`src/rtl/ex_wb_skid_stage_pkg.sv`:
```
// Shared types for the execute->writeback skid stage: CPU word, register index,
// buffered entry record and skid buffer state encoding.
package ex_wb_skid_stage_pkg;

    typedef logic [31:0] CpuType;
    localparam int unsigned DATA_W = $bits(CpuType);
    localparam int unsigned RD_W   = 5;
    typedef logic [RD_W-1:0] RegIdxType;

    typedef struct packed {
        CpuType    result;
        RegIdxType rd;
        logic      wr_en;
    } ExWbEntryType;

    typedef logic [1:0] SkidStateType;
    localparam SkidStateType EMPTY = 2'd0;
    localparam SkidStateType ONE   = 2'd1;
    localparam SkidStateType FULL  = 2'd2;

    // x0 is hardwired zero, so an entry targeting it never writes.
    function automatic ExWbEntryType make_entry(CpuType result, RegIdxType rd, logic wr_en);
        ExWbEntryType e;
        e.result = result;
        e.rd     = rd;
        e.wr_en  = wr_en & (rd != '0);
        return e;
    endfunction

endpackage

```
`src/rtl/ex_wb_skid_stage.sv`:
```
// Two-entry skid buffer between the Ex0 ALU and writeback, with a registered
// ready toward execute and a bypass view of the youngest in-flight result.
module ex_wb_skid_stage
    import ex_wb_skid_stage_pkg::*;
(
    input  logic              iClk,
    input  logic              iRst_n,
    input  logic              iFlush,
    input  logic              iExValid,
    output logic              oExReady,
    input  logic [DATA_W-1:0] iExResult,
    input  logic [RD_W-1:0]   iExRd,
    input  logic              iExWrEn,
    output logic              oWbValid,
    input  logic              iWbReady,
    output logic [DATA_W-1:0] oWbResult,
    output logic [RD_W-1:0]   oWbRd,
    output logic              oWbWrEn,
    output logic              oFwdValid,
    output logic [RD_W-1:0]   oFwdRd,
    output logic [DATA_W-1:0] oFwdData,
    output logic [1:0]        oOccupancy
);

    SkidStateType state_q, state_d;
    ExWbEntryType head_q, head_d;
    ExWbEntryType skid_q, skid_d;
    ExWbEntryType in_entry;
    ExWbEntryType fwd_entry;
    logic         ready_q, ready_d;
    logic         push, pop;

    assign in_entry = make_entry(iExResult, iExRd, iExWrEn);
    assign push     = iExValid & ready_q;
    assign pop      = (state_q != EMPTY) & iWbReady;

    always_comb begin
        state_d = state_q;
        head_d  = head_q;
        skid_d  = skid_q;
        if (iFlush) begin
            state_d = EMPTY;
        end else begin
            case (state_q)
                EMPTY: begin
                    if (push) begin
                        head_d  = in_entry;
                        state_d = ONE;
                    end
                end
                ONE: begin
                    if (push && pop) begin
                        head_d = in_entry;
                    end else if (push) begin
                        skid_d  = in_entry;
                        state_d = FULL;
                    end else if (pop) begin
                        state_d = EMPTY;
                    end
                end
                FULL: begin
                    // ready_q is low here, so push cannot occur
                    if (pop) begin
                        head_d  = skid_q;
                        state_d = ONE;
                    end
                end
                default: state_d = EMPTY;
            endcase
        end
        // Registered ready: depends only on next state, never on iWbReady combinationally
        ready_d = (state_d != FULL);
    end

    always_ff @(posedge iClk) begin
        if (!iRst_n) begin
            state_q <= EMPTY;
            ready_q <= 1'b0;
            head_q  <= '0;
            skid_q  <= '0;
        end else begin
            state_q <= state_d;
            ready_q <= ready_d;
            head_q  <= head_d;
            skid_q  <= skid_d;
        end
    end

    assign fwd_entry = (state_q == FULL) ? skid_q : head_q;

    assign oExReady   = ready_q;
    assign oWbValid   = (state_q != EMPTY);
    assign oWbResult  = head_q.result;
    assign oWbRd      = head_q.rd;
    assign oWbWrEn    = head_q.wr_en;
    assign oFwdValid  = (state_q != EMPTY) & fwd_entry.wr_en;
    assign oFwdRd     = fwd_entry.rd;
    assign oFwdData   = fwd_entry.result;
    assign oOccupancy = (state_q == FULL) ? 2'd2 : (state_q == ONE) ? 2'd1 : 2'd0;

endmodule

```
`config.mk`:
```
export PLATFORM = sky130hd
export DESIGN_NAME = ex_wb_skid_stage
export DESIGN_NICKNAME = d
export VERILOG_FILES = /design/src/rtl/ex_wb_skid_stage_pkg.sv /design/src/rtl/ex_wb_skid_stage.sv
export SDC_FILE = /design/constraint.sdc
export NUM_CORES = 1
export LEC_CHECK = 0
export ABC_AREA = 0
export CORE_MARGIN = 2
export CORE_UTILIZATION = 39
export DETAILED_ROUTE_END_ITERATION = 8
export PLACE_DENSITY = 0.71
export SYNTH_ARGS = -nofsm -noshare
export SYNTH_HDL_FRONTEND = slang
export SYNTH_SLANG_ARGS = --single-unit
```
`constraint.sdc`:
```
create_clock -name iClk -period 2.2 [get_ports iClk]
set_clock_uncertainty 0.2 [all_clocks]
set_input_delay 0.33 -clock iClk [delete_from_list [all_inputs] [get_ports iClk]]
set_output_delay 0.33 -clock iClk [all_outputs]
set_load 0.02 [all_outputs]
```
# == Word-level counts from Yosys, hierarchy flattened ==
# Index checks and enable logic that the tools add are counted.
# op_classes
eq_ne,6
mux,14
bitwise_logic,6
reduce_logical,7
# op_table
operator,count
two-way mux 38 bit,4
case mux 38 bit (3 select lines),1
two-way mux 2 bit,7
"!= test 2 bit, second input constant",4
case mux 2 bit (3 select lines),1
AND reduction 5 bit,1
nonzero test 5 bit,1
AND 1 bit,4
AND reduction 4 bit,1
nonzero test 3 bit,1
"equality test 2 x 1 -> 1 bit, second input constant",1
"equality test 2 bit, second input constant",1
logical NOT 2 bit,1
inverter 1 bit,2
nonzero test 2 bit,1
logical AND 1 bit,1
two-way mux 1 bit,1
# word_totals
regBits,79
out_inout_bits,80
elab_cells,41

# == Logic depth before layout (Yosys ltp) ==
# logic_depth
ltp_word,8
ltp_mapped,7

# == Worst setup path after synthesis ==
# OpenSTA, ideal clock, no wires.
# synth_timing
path_kind,flip-flop to output port
start,register state_q[0]
end,output oFwdData[27]
t_arrival_ps,1300
required_time_ps,1670
slack_ps,370
path_stages_with_launch,7
n_path_buf,3
cell_sequence,dfxtp_1 > buf_2 > nand2b_1 > buf_2 > buf_1 > nand2_1 > nand2_1
# synth_via
elab_chain_cells,2
# synth_lines
item,line_no,text
start: declaration,ex_wb_skid_stage.sv:25,"SkidStateType state_q, state_d;"
start signal: assignment,ex_wb_skid_stage.sv:82,state_q <= state_d;
equality test 2 bit,ex_wb_skid_stage.sv:89,assign fwd_entry = (state_q == FULL) ? skid_q : head_q;
two-way mux 38 bit,ex_wb_skid_stage.sv:89,
end: declaration,ex_wb_skid_stage.sv:21,"output logic [DATA_W-1:0] oFwdData,"
# No other way between the ends.

# == Final worst setup path ==
# layout_timing
start,register state_q[0]
end,output oFwdData[28]
# Same word-level chain as after synthesis.

==> impl_metrics.json <==
{
  "hold_violations": 0,
  "area_growth_pct": 40.8,
  "cts_resized": 46,
  "path_max_fanout": 20,
  "ys_top_cells_by_area": "dfxtp_1 (45%), nand2_1 (24%), a311oi_1 (8.4%), a21oi_1 (5.5%), nor2_1 (3.8%)",
  "drtAntennaViolNets": 0,
  "dieArea_um2": 9890,
  "cts_root_buffer": "clkbuf_8",
  "drt_iter0_drc": 193,
  "yosysSeqAreaShare_pct": 44.5,
  "maxCapViolations": 0,
  "crit_slowest_cell": "dlygate4sd2_1",
  "cts_tree": "built",
  "wl_per_cell_um": 13.0,
  "yosys_warnings": 0,
  "fin_crit_ns": 2.17,
  "yosysUniqueCellTypes": 31,
  "cp-start-kind": "register",
  "netlist_area_um2": 3550,
  "r2r-start": "state_q[1]",
  "routed_wl_mm": 9.22,
  "rsz0062_at_grt": "true",
  "worst_slack_ns": 0.0347,
  "drc": 0,
  "hold_buffers": 0,
  "fillers": 853,
  "overflow": 0,
  "die_y_um": 99.4,
  "initial_core_util_pct": 40.5,
  "synth.top_cell.area_share_pct": 44.5,
  "yosysTopAreaCell": "dfxtp_1",
  "grt_pass1_wl_mm": 15.1,
  "worst-path-buf-inv": 3,
  "cpMostUsedCell": "nand2_1",
  "critical_path.top_delay_family": "buffers and inverters",
  "vias": 3539,
  "syn_inst": 482,
  "num_rows": 34,
  "ys_seq_elements": 79,
  "critPathCaptureType": "primary output",
  "grt_max_degree": 75,
  "min_path_type": "register to register",
  "syn_nets": 525,
  "synth_edf_count": 0,
  "dpl_cell_area_um2": 4890,
  "worstMarginPinSlew_ns": 0.332,
  "post_cts_buffers": 0,
  "status": "finished, final reports clean",
  "dr.pass1.iters": 4,
  "grtUsageTotal_pct": 18.4,
  "ir_drop_mv": 0.423,
  "htree_levels": 3,
  "fp.coreArea_um2": 8760,
  "die_w_um": 99.4,
  "power-per-cell-area_nw_per_um2": 660,
  "clockBufferDepth": 2,
  "path_clk_slew_ns": 0.08,
  "drive_above_1_share_pct": 10.8,
  "relSlewSlack_pct": 77.9,
  "antenna_found_initial": 0,
  "min_from": "skid_q[25]",
  "worstPathArrival_ns": 1.64,
  "cts-buffers-inserted": 9,
  "yosys_most_used_dff": "dfxtp_1",
  "place_hpwl_mm": 6.41,
  "fin_crit_sh_pct": 98.4,
  "ys_async_sr_fraction_pct": 0,
  "avgViaCountPerCell": 5.00,
  "port_buffers": 122,
  "criticalPathCategory": "register to primary output",
  "clock_sinks": 79,
  "setup_violations": 0,
  "preCtsSetupSlack_ns": -0.0445,
  "power_leakage_nw": 2.15,
  "first_global_vias": 3175,
  "fin_nets": 638,
  "ios": 123,
  "clk-insertion-delay-late_ns": 0.33,
  "avgSynthCellArea_um2": 7.37,
  "drv_slew": 0,
  "max_freq_mhz": 462,
  "cp.required_ns": 1.67,
  "max_stage_delay_ns": 0.34,
  "globalplace.congestion": 0.782,
  "path_cells": "nand2b_2 -> inv_2 -> buf_12 -> nand2_1 -> nand2_1 -> dlygate4sd2_1",
  "diodes": 0,
  "setup.worst_path.start": "state_q[0]",
  "design_area_um2": 5000
}
## cell usage after synthesis (2+ instances only)
master    instances
a21oi_1          39
a311oi_1         34
buf_1             2
buf_2            12
buf_4             3
buf_6             7
clkbuf_1         12
dfxtp_1          79
inv_1             2
nand2_1         226
nand3_1           7
nor2_1           36
nor3_1            2
o211a_1           4
## stage by stage
step	utilization, %	hold slack, ns	power [mW]	setup TNS (ns)	std cells
finish	57.1	0.257	3.30	0	708
detailed placement	55.8	0.247	2.16	-0.267	692
floorplan	-	0.202	1.85	0	482
global route	57.1	0.275	3.45	-0.305	708
global placement	55.8	0.242	2.15	0	692
CTS	57.9	0.258	3.35	0	708
## final timing paths
path / cells past startpoint / slack, ns / end
min: 2 / 0.26 / skid_q[25]
max: 6 / 0.03 / oFwdData[28]
min reg2reg: 2 / 0.26 / skid_q[25]
max reg2reg: 6 / 0.35 / oWbResult[19]
## cell families after synthesis
kind of cell	share of synthesized area (%)
buffers and inverters	6.66
DFF	44.5
muxes	0.317
AOI/OAI and AO/OA	16.4
and+or+nand+nor	32.1
## per-layer routing
metal | vias up | wire [µm] | GRT usage (%)
li1 | 1841 | - | -
met1 | 1591 | 4040 | 24.3
met2 | 100 | 4590 | 30.4
met3 | 7 | 508 | 4.08
met4 | 0 | 80 | 4.95
met5 | - | 0 | 0
## final cells by class
class	count	area, µm²	share of cell area (%)
Sequential cell	79	1580	31.6
Tap cell	108	135	2.70
Clock inverter	6	91.3	1.83
Clock buffer	10	138	2.75
Timing Repair Buffer	139	1310	26.1
Multi-Input combinational cell	364	1740	34.8
Inverter	2	7.51	0.150
## state kept, by name, summed over array words and instances, names as in the netlist
| signal | flops |
|---|---|
| oExReady | 1 |
| state_q | 2 |
| oWbRd | 5 |
| oWbWrEn | 1 |
| skid_q | 38 |
| oWbResult | 32 |
## power by group
group	switching, mW	total, mW	leakage, nW	internal (mW)
logic	0.298	0.564	1.39	0.266
registers	0.0387	1.52	0.643	1.48
clock network	0.540	1.22	0.117	0.678
## cell usage in the layout (no fill, tap or decap), types with 2 or more instances in the layout
cell type        instances
clkbuf_8                10
a311oi_1                34
buf_12                   6
dfxtp_1                 79
inv_6                    2
nor3_1                   2
dlygate4sd2_1            8
clkbuf_2                22
inv_2                    2
nand3_1                  6
a21oi_1                 39
buf_4                   11
clkdlybuf4s15_1          9
nand2_1                226
o211a_1                  4
nor2_1                  36
bufinv_16                2
clkdlybuf4s50_1         82
## worst register-to-register path, delay by kind of cell, from the launching register on
kind,cells,cell delay (ns)
AO/OA/AOI/OAI,2,0.49
AND/OR/NAND/NOR,2,0.33
buffers and inverters,2,0.40
flip-flops,1,0.33
(Power assumes the default switching activity.)
